File: config.mk
export PLATFORM = sky130hd
export DESIGN_NAME = bch_31_encoder
export DESIGN_NICKNAME = d
export VERILOG_FILES = /design/src/rtl/bch_31_encoder.sv
export SDC_FILE = /design/constraint.sdc
export NUM_CORES = 1
export LEC_CHECK = 0
export CORE_ASPECT_RATIO = 1.1
export CORE_MARGIN = 2
export CORE_UTILIZATION = 52
export DETAILED_ROUTE_END_ITERATION = 12
export PLACE_DENSITY = 0.81
export SETUP_SLACK_MARGIN = 0.5
export SLEW_MARGIN = 20
export SYNTH_ARGS = -nofsm -noshare
export SYNTH_HDL_FRONTEND = slang
export SYNTH_SLANG_ARGS = --single-unit
export TNS_END_PERCENT = 1
File: constraint.sdc
create_clock -name clk -period 4.75 [get_ports clk]
set_clock_uncertainty 0.2 [all_clocks]
set_input_delay 0.7125 -clock clk [delete_from_list [all_inputs] [get_ports clk]]
set_output_delay 0.7125 -clock clk [all_outputs]
set_load 0.02 [all_outputs]
File: src/rtl/bch_31_encoder.sv
// bch_31_encoder: bit-serial systematic BCH(31,21) encoder, g(x)=x^10+x^9+x^8+x^6+x^5+x^3+1.
// Define BCH_31_ERR_INJECT_EN to add err_mask, XORed into the codeword for decoder testing.
module bch_31_encoder (
    input  logic        clk,
    input  logic        rst,
    input  logic        in_valid,
    output logic        in_ready,
    input  logic [20:0] msg,
`ifdef BCH_31_ERR_INJECT_EN
    input  logic [30:0] err_mask,
`endif
    output logic        out_valid,
    input  logic        out_ready,
    output logic [30:0] codeword,
    output logic        busy
);
    typedef enum logic [1:0] {IDLE, SHIFT, DONE} state_t;
    state_t      r_state, w_next;
    logic [20:0] r_msg;
    logic [9:0]  r_lfsr;
    logic [4:0]  r_cnt;
    logic        w_fb;
    logic        w_accept;
    logic [30:0] w_mask;
    assign w_accept = (r_state == IDLE) && in_valid;
    assign w_fb     = r_msg[r_cnt] ^ r_lfsr[9];
`ifdef BCH_31_ERR_INJECT_EN
    logic [30:0] r_mask;
    always_ff @(posedge clk or posedge rst)
        if (rst) r_mask <= '0;
        else if (w_accept) r_mask <= err_mask;
    assign w_mask = r_mask;
`else
    assign w_mask = '0;
`endif
    always_ff @(posedge clk or posedge rst)
        if (rst) r_state <= IDLE;
        else r_state <= w_next;
    always_comb begin
        w_next = r_state;
        if (w_accept) w_next = SHIFT;
        else if (r_state == SHIFT && r_cnt == 5'd0) w_next = DONE;
        else if (r_state == DONE && out_ready) w_next = IDLE;
    end
    always_ff @(posedge clk or posedge rst)
        if (rst) begin
            r_msg  <= '0;
            r_lfsr <= '0;
            r_cnt  <= '0;
        end else if (w_accept) begin
            r_msg  <= msg;
            r_lfsr <= '0;
            r_cnt  <= 5'd20;
        end else if (r_state == SHIFT) begin
            r_lfsr <= {r_lfsr[8:0], 1'b0} ^ (w_fb ? 10'h369 : 10'h000);
            r_cnt  <= (r_cnt == 5'd0) ? 5'd0 : r_cnt - 5'd1;
        end
    assign in_ready  = (r_state == IDLE);
    assign out_valid = (r_state == DONE);
    assign busy      = (r_state != IDLE);
    assign codeword  = out_valid ? ({r_msg, r_lfsr} ^ w_mask) : '0;
endmodule

==> flow_metrics.py <==
metrics = {
    "global_routing": {
        "grt.busiest_layer": "met2",
        "grt_start_max_net_pins": 39,
        "grt_pass1_vias": 1844,
        "use_met1": 0.3008,
        "antenna_found_initial": 0,
        "grt_pass1_wl_um": 8583,
        "grtUsageMet2": 0.4007,
        "globalRouteOverflowTotal": 0,
        "track_usage": 0.2389,
        "globalRouteMet3Util": 0.05736,
    },
    "placed_design": {
        "portBuffers": 58,
        "routabilityCongestion": 0.8148,
        "dp_hpwl_um": 3519,
        "dp_cells": 349,
        "pre_cts_slack_ps": 1608,
    },
    "final_layout": {
        "final_nets": 330,
        "final_util": 0.7190,
        "stdcell_count": 357,
        "area_growth_pct": 30.92,
        "multiInputGateArea_mm2": 0.001131,
        "fillers": 301,
        "diodes": 0,
        "final_layout_size_suffix_gt1_frac": 0.08197,
        "seq_area_um2": 950.9,
    },
    "synth": {
        "synthXorXnorAreaFrac": 0.003993,
        "synth-seq-cells": 38,
        "synth_nets": 280,
        "synth_edf_count": 0,
        "synthMuxAreaShare": 0.05077,
        "ys_seq_area_frac": 0.4335,
        "ys_warn_count": 0,
        "synthSimpleGateAreaFrac": 0.3303,
        "synth_cell_type_count": 43,
        "synth_top_family_by_area": "simple AND/OR/NAND/NOR gates",
        "synth_cells": 254,
        "synth_compound_area_frac": 0.1249,
        "synthAdderAreaFrac": 0.005705,
        "async_flop_share": 1.000,
        "synth.avg_cell_area_um2": 8.635,
        "synth-main-ff-cell": "dfrtp_1",
        "syn_area_mm2": 0.002193,
    },
    "floorplanning": {
        "io_pins": 59,
        "initial_core_util": 0.5492,
        "die_y_um": 72.12,
        "placementRows": 24,
        "die_area_mm2": 0.004754,
        "core_area_mm2": 0.003994,
        "die_width_um": 65.93,
    },
    "power_and_ir_drop": {
        "p_seq_frac": 0.548,
        "vdd_drop_max_mv": 0.1798,
        "p_comb_frac": 0.121,
        "intPower_uw": 517.1,
        "p_total_uw": 707.8,
        "leakage_uw": 0.001258,
        "p_sw_frac": 0.2695,
        "power.density_mw_per_mm2": 246.5,
        "clock_power_share": 0.330,
        "net-switching-power_uw": 190.7,
    },
    "sta": {
        "max_freq_mhz": 288.2,
        "relSlewSlack": 0.3210,
        "layout_worst_path_cycle_share": 0.7304,
        "fin_crit_ps": 3469,
        "fin_setup_tns_ps": 0,
        "worst_pin_slew_ps": 1019,
        "setup_viol": 0,
        "rsz0062_at_grt": "no",
        "slew_violations": 0,
        "timing.final.ws_setup_ps": 1281,
        "final_hold_viol_count": 0,
    },
    "route": {
        "dr.pass1.iters": 4,
        "wl_um": 5090,
        "antenna_left": 0,
        "drc": 0,
        "vias": 1956,
        "avgRoutedWirePerCell_um": 14.26,
        "viasPerCell": 5.479,
        "drt_iter0_markers": 175,
    },
    "clock_network": {
        "root_buffer": "clkbuf_8",
        "cts_max_level": 2,
        "cts-resized-gates": 0,
        "cts_setup_buffers": 0,
        "cts.sinks": 38,
        "cts_tree": "done",
        "clock_latency_ps": 300,
        "cts_buffer_depth": 2,
        "cts_buffers": 5,
        "clkSlewWorstSetupHoldPaths_ps": 80,
        "hold_buffers": 0,
    },
    "setup_path": {
        "crit_path_start_kind": "flop",
        "cp-end-kind": "output pin",
        "worstSetupPathType": "reg2out",
        "arrival_ps": 2560,
        "cp.required_ps": 3840,
        "worstPathMaxFanout": 18,
    },
    "worst_hold_path": {
        "holdCritPathClass": "reg2reg",
    },
    "status": {
        "outcome": "finished, final reports clean",
    },
    "job": {
        "max_cap_viol_count": 0,
    },
}
==> area by class of cell <==
class | instances | share of cell area
timing repair buffer | 62 | 0.2126
multi-input combinational | 192 | 0.3939
tap | 52 | 0.02266
sequential | 38 | 0.3312
clock buffer | 6 | 0.02876
inverter | 5 | 0.006536
clock inverter | 2 | 0.004357
==> cell usage in the layout (no fill, tap or decap), types with 2 or more instances in the layout <==
cell,synthesis,routed
a211o_1,5,5
a211oi_1,4,4
a21oi_1,5,5
a22o_1,4,4
and2_1,31,31
buf_4,1,4
clkbuf_8,0,6
clkdlybuf4s50_1,0,58
dfrtp_1,38,38
inv_1,5,5
mux4_2,4,4
nand2_1,77,77
nand2b_1,2,2
nand3_1,7,7
nor2_1,3,3
nor2b_1,9,9
nor3_1,3,3
nor3b_1,3,3
o2111ai_1,4,4
o21ai_0,5,5
or2_2,5,5
==> Yosys cell counts, types with 2 or more instances <==
library cell,number,area share
nand2_1,77,0.13
dfrtp_1,38,0.43
and2_1,31,0.088
clkbuf_1,14,0.024
nor2b_1,9,0.026
nand3_1,7,0.016
a211o_1,5,0.020
a21oi_1,5,0.011
inv_1,5,0.0086
o21ai_0,5,0.011
or2_2,5,0.014
a211oi_1,4,0.014
a22o_1,4,0.016
mux4_2,4,0.041
o2111ai_1,4,0.016
nor2_1,3,0.0051
nor3_1,3,0.0068
nor3b_1,3,0.010
buf_2,2,0.0046
buf_6,2,0.010
nand2b_1,2,0.0057
==> cells by family (layout without fill, tap and decap cells) <==
group / count (synthesis) / in the layout
AOI/OAI and AO/OA: 37 / 37
xor gates and xnor gates: 1 / 1
adders and majority gates: 1 / 1
buffers and inverters: 24 / 75
DFF: 38 / 38
muxes: 6 / 6
and+or+nand+nor: 147 / 147
==> flip-flops by register name, indices dropped and copies added (netlist names) <==
signal	cells
r_msg	21
r_lfsr	10
r_cnt	5
r_state	2
==> layer usage <==
metal / part of all wire / vias up
met4: 0.017 / 0
met1: 0.42 / 935
met5: 0 / -
met3: 0.065 / 8
li1: - / 944
met2: 0.50 / 69
==> metrics by stage <==
stage,hold slack (ps),area [um^2]
after CTS,302.9,2872
after floorplan,253.8,2193
after global placement,273.3,2776
after global routing,326.9,2872
after detailed placement,283.8,2776
final,299.3,2872
==> power by group through the flow <==
stage | Clock [uW] | Sequential, uW | Combinational, uW
2_1_floorplan | 0 | 368 | 79.3
3_3_place_gp | 0 | 394 | 82.6
3_5_place_dp | 0 | 394 | 85.8
4_1_cts | 240 | 388 | 86.8
5_1_grt | 255 | 393 | 97.4
6_report | 234 | 388 | 85.9
==> critical path, cell delays in order (launching register included) <==
cell and delay, ps:
dfrtp_1 410, inv_1 100, nor2_1 650, buf_4 330
and2_1 170, clkdlybuf4s50_1 600
==> final timing paths <==
kind	from	to	slack (ps)	cells past startpoint
max in group asynchronous	rst	r_lfsr[3]	3390	3
hold reg to reg	r_msg[8]	r_msg[8]	300	2
min in group asynchronous	rst	r_msg[19]	620	3
setup reg to reg	r_cnt[0]	r_lfsr[9]	1910	5
hold / removal	r_msg[8]	r_msg[8]	300	2
setup / recovery	r_state[1]	codeword[16]	1280	5
(Power assumes the default switching activity.)
==> RTL change 1: new RTL, config.mk and constraints unchanged <==
The 3 states of `state_t` get a one-hot encoding in 3 bits.
--- a/src/rtl/bch_31_encoder.sv
+++ b/src/rtl/bch_31_encoder.sv
@@ -15,5 +15,5 @@
     output logic        busy
 );
-    typedef enum logic [1:0] {IDLE, SHIFT, DONE} state_t;
+    typedef enum logic [2:0] {IDLE = 3'b001, SHIFT = 3'b010, DONE = 3'b100} state_t;
     state_t      r_state, w_next;
     logic [20:0] r_msg;
Behaviour: no difference found for any inputs over 10 cycles, from zero or initial values and one cycle with rst high; not proved beyond that.
==> RTL change 1 against the original RTL <==
Global-route usage fell by 2.1 points; final cell count decreased by 16%; sequential cell count is 1 higher; first-iteration DRC count is 55% lower; worst setup slack improved by 0.21 ns; count of clock-buffer cells in the layout rose by 1; die area is 1.5% lower; wire length is 12% lower; cell area down 1.6%; area after synthesis decreased by 1.5%; via count is 19% lower.
Power is not compared: it rests on default switching activity, and its combinational part moved more than twofold at a synthesized area within 25%.
==> RTL change 1: results (changes against the original RTL) <==
| Metric | Value |
|---|---|
| Hold_sp | `r_msg[10]` |
| Hold Path Stages | `1 (-1)` |
| Initial DRT Pass Iterations | `4 (unchanged)` |
| Hold slack | `0.328 ns (+0.0286 ns)` |
| Worst r2r dst | `r_lfsr[8]` |
| Final net count | `274 (-17%)` |
| Synth cell count leaders | `38 x dfrtp_1, 31 x and2_1, 22 x mux2_2` |
| HP Class | `reg2reg` |
| CP arrival | `2.35 ns (-0.21 ns)` |
| Cell Area, Placed | `2750 um^2 (-1.1%)` |
| Share of layout cells above drive strength 1 | `16.9% (+8.7 points)` |
| Synth cell types | `41 (-4.7%)` |
| Max stage delay on crit path | `0.61 ns (-0.04 ns)` |
| Routability congestion estimate | `0.802 (-1.6%)` |
| H-Tree Depth | `2 (unchanged)` |
| Clock Latency Late Sink | `0.29 ns` |
| P_sw | `699 uW` |
| Global-route wire length before repair | `7800 um (-9.2%)` |
| Combinational power | `922 uW` |
| Vias in the first global route | `1641 (-11%)` |
| Cells after synthesis | `192 (-24%)` |
| R2R Setup Slk | `2.01 ns (+0.10 ns)` |
| Critical path fanouts, max | `22 (+4)` |
| Syn Nets | `218 (-22%)` |
| Drt total wl | `4500 um (-12%)` |
| WHS Endpoint | `r_msg[10]` |
| Status | `complete, no violations` |
| Fraction of registers with async set/reset | `100% (unchanged)` |
| Pre-CTS WS | `1.75 ns (+0.138 ns)` |
| Avg Vias per Cell | `5.27 (-3.8%)` |
| Synth area leaders | `dfrtp_1 44%, mux2_2 11%, and2_1 9.0%, xnor3_1 4.2%, nand2_1 3.5%` |
| Clock transition at the registers of the reported paths | `0.07 ns` |
| Slew headroom | `42.6% (+10 points)` |
| Power Dens Cells | `639 nW/um^2` |
| DRC marker count from the first detailed-route iteration | `78 (-55%)` |
| All-Layer GR Usage | `21.8% (-2.1 points)` |
| Pin count of the biggest net entering global routing | `24 (-38%)` |
| Post-DP HPWL | `3170 um (-10%)` |
| Final non-filler cell total | `301 (-16%)` |
| Delay-heaviest family, CP | `buffers and inverters` |
| Number of cells on the worst reg-to-reg path | `6 (+1)` |
| # placed instances | `293 (-16%)` |
| Slowest stage cell, crit path | `clkdlybuf4s50_1` |
| Sequential share of the synthesized area | `45.2% (+1.9 points)` |
==> RTL change 1: changes by cell type in the layout (fill, tap and decap cells not counted), moves of 3 or more <==
cell       delta
or2_2         -4
nor2b_1       -9
xnor3_1       +4
a211o_1       -4
a211oi_1      -4
nor3_1        +3
nand3_1       -7
nor2_1        +3
mux2i_1       +3
mux2_2       +21
o21ai_0       -3
nand2_1      -57
o2111ai_1     -4
==> RTL change 1: area by class of cell <==
cell class / instances / area (um^2)
Clock inverter: 1 / 5.00
Multi-Input combinational cell: 134 / 1070
Timing Repair Buffer: 62 / 611
Clock buffer: 7 / 76.3
Fill cell: 310 / 1140
Inverter: 6 / 22.5
Sequential cell: 39 / 977
Tap cell: 52 / 65.1
==> RTL change 1: logic make-up after synthesis <==
group / after synthesis / synth area share (%)
xor gates and xnor gates: 7 / 5.39
muxes: 29 / 16.6
AOI/OAI and AO/OA: 21 / 6.84
adders and majority gates: 1 / 0.579
DFF: 39 / 45.2
and+or+nand+nor: 76 / 19.9
buffers and inverters: 19 / 5.45
==> RTL change 1: worst max-delay path by stage <==
stage | from | slack, ns | depth (start not counted) | end
after floorplan | r_state[0] | 2.18 | 5 | r_msg[7]
after global placement | r_state[1] | 1.83 | 4 | codeword[27]
after detailed placement | r_state[2] | 1.75 | 4 | codeword[18]
after CTS | r_state[1] | 1.43 | 4 | codeword[18]
after global routing | r_state[2] | 1.28 | 4 | codeword[17]
final | r_state[1] | 1.49 | 4 | codeword[18]
==> RTL change 1: routing by layer <==
layer  GRT usage [%]  routed length (um)  up-vias
li1                -                   -      768
met1            28.4                1990      773
met2            36.4                2260       41
met3            4.71                 198        5
met4            6.94                  47        0
met5               0                   0        -
==> RTL change 2: new RTL, config.mk and constraints unchanged <==
Made on the original files. The option `BCH_31_ERR_INJECT_EN` is turned on by a define.
--- a/src/rtl/bch_31_encoder.sv
+++ b/src/rtl/bch_31_encoder.sv
@@ -1,4 +1,6 @@
 // bch_31_encoder: bit-serial systematic BCH(31,21) encoder, g(x)=x^10+x^9+x^8+x^6+x^5+x^3+1.
 // Define BCH_31_ERR_INJECT_EN to add err_mask, XORed into the codeword for decoder testing.
+`define BCH_31_ERR_INJECT_EN
+
 module bch_31_encoder (
     input  logic        clk,
Ports: changed (added err_mask); port bits go from 59 to 90. No check against the original RTL was run, so the function may have changed too.
==> RTL change 2 against the original RTL <==
Sequential cell count rose by 31; total power grew 46%; clock power increased by 67%; area after synthesis increased by 58%; worst setup slack improved by 0.41 ns; critical endpoint is now codeword[18]; hold slack worse by 0.0026 ns; cell area increased by 58%; fmax is 14% higher; largest cell class is now sequential cells; final cell count increased by 57%; wire length is 41% higher.
==> RTL change 2: results (changes against the original RTL) <==
| Metric | Value |
|---|---|
| CP arrival | `2.14 ns (-0.42 ns)` |
| Routability congestion estimate | `0.809 (-0.77%)` |
| Final net count | `529 (+60%)` |
| Status | `complete, no violations` |
| Avg Vias per Cell | `5.04 (-8.0%)` |
| Sequential share of the synthesized area | `49.9% (+6.6 points)` |
| Met3 Use GR | `4.14% (-1.6 points)` |
| Cells after synthesis | `391 (+54%)` |
| M1 WL | `3090 um (+45%)` |
| Leak | `2.18 nW (+73%)` |
| Mux contribution to synthesized area | `3.66% (-1.4 points)` |
| Synth cell count leaders | `172 x nand2_1, 69 x dfrtp_1, 36 x nor2_1` |
| DRC marker count from the first detailed-route iteration | `189 (+8.0%)` |
| Global-route wire length before repair | `12200 um (+43%)` |
| Share of layout cells above drive strength 1 | `5.87% (-2.3 points)` |
| H-Tree Depth | `3 (+1)` |
| Regs by FF count | `r_mask x31, r_msg x21, r_lfsr x10` |
| CTS sink count | `69 (+82%)` |
| Max stage delay on crit path | `0.62 ns (-0.03 ns)` |
| Synth Area in Compound Gates | `4.23% (-8.3 points)` |
| Post-Synth XOR/XNOR Area | `11.2% (+11 points)` |
| Int Power | `814 uW (+57%)` |
| Met2 track demand over resource | `37.9% (-2.2 points)` |
| Slew headroom | `42.7% (+11 points)` |
| Syn Nets | `448 (+60%)` |
| Post-DP HPWL | `5060 um (+44%)` |
| Slowest stage cell, crit path | `clkdlybuf4s50_1` |
| Seq/total area | `38.1% (+5.0 points)` |
| Repair and plain buffers | `91 (+47%)` |
| Layout overhead on the synthesized area | `31.0% (about the same)` |
| Synth area leaders | `dfrtp_1 50%, nand2_1 19%, xnor2_1 8.4%, nor2_1 3.9%, xnor3_1 2.6%` |
| GRT met1 Usage | `27.0% (-3.1 points)` |
| # placed instances | `543 (+56%)` |
[RTL change 2: changes by cell type in the layout (fill, tap and decap cells not counted), sizes merged, moves of 4 or more]
| cell | before | now |
|---|---|---|
| nand2 | 77 | 172 |
| and2 | 32 | 1 |
| or2 | 5 | 0 |
| nor2 | 3 | 36 |
| a211o | 5 | 0 |
| xnor2 | 1 | 33 |
| nor2b | 9 | 0 |
| clkdlybuf4s50 | 58 | 89 |
| o2111ai | 4 | 0 |
| a211oi | 4 | 0 |
| clkbuf | 6 | 11 |
| xnor3 | 0 | 4 |
| dfrtp | 38 | 69 |
[RTL change 2: final timing paths]
check                           start      endpoint  slack, ns  cells past startpoint
hold / removal             r_mask[23]    r_mask[23]       0.30                      2
setup / recovery           r_state[0]  codeword[18]       1.69                      4
setup reg to reg             r_cnt[0]     r_lfsr[5]       1.98                      6
max in group asynchronous         rst     r_lfsr[3]       2.78                      3
min in group asynchronous         rst     r_msg[13]       0.68                      2
hold reg to reg            r_mask[23]    r_mask[23]       0.30                      2
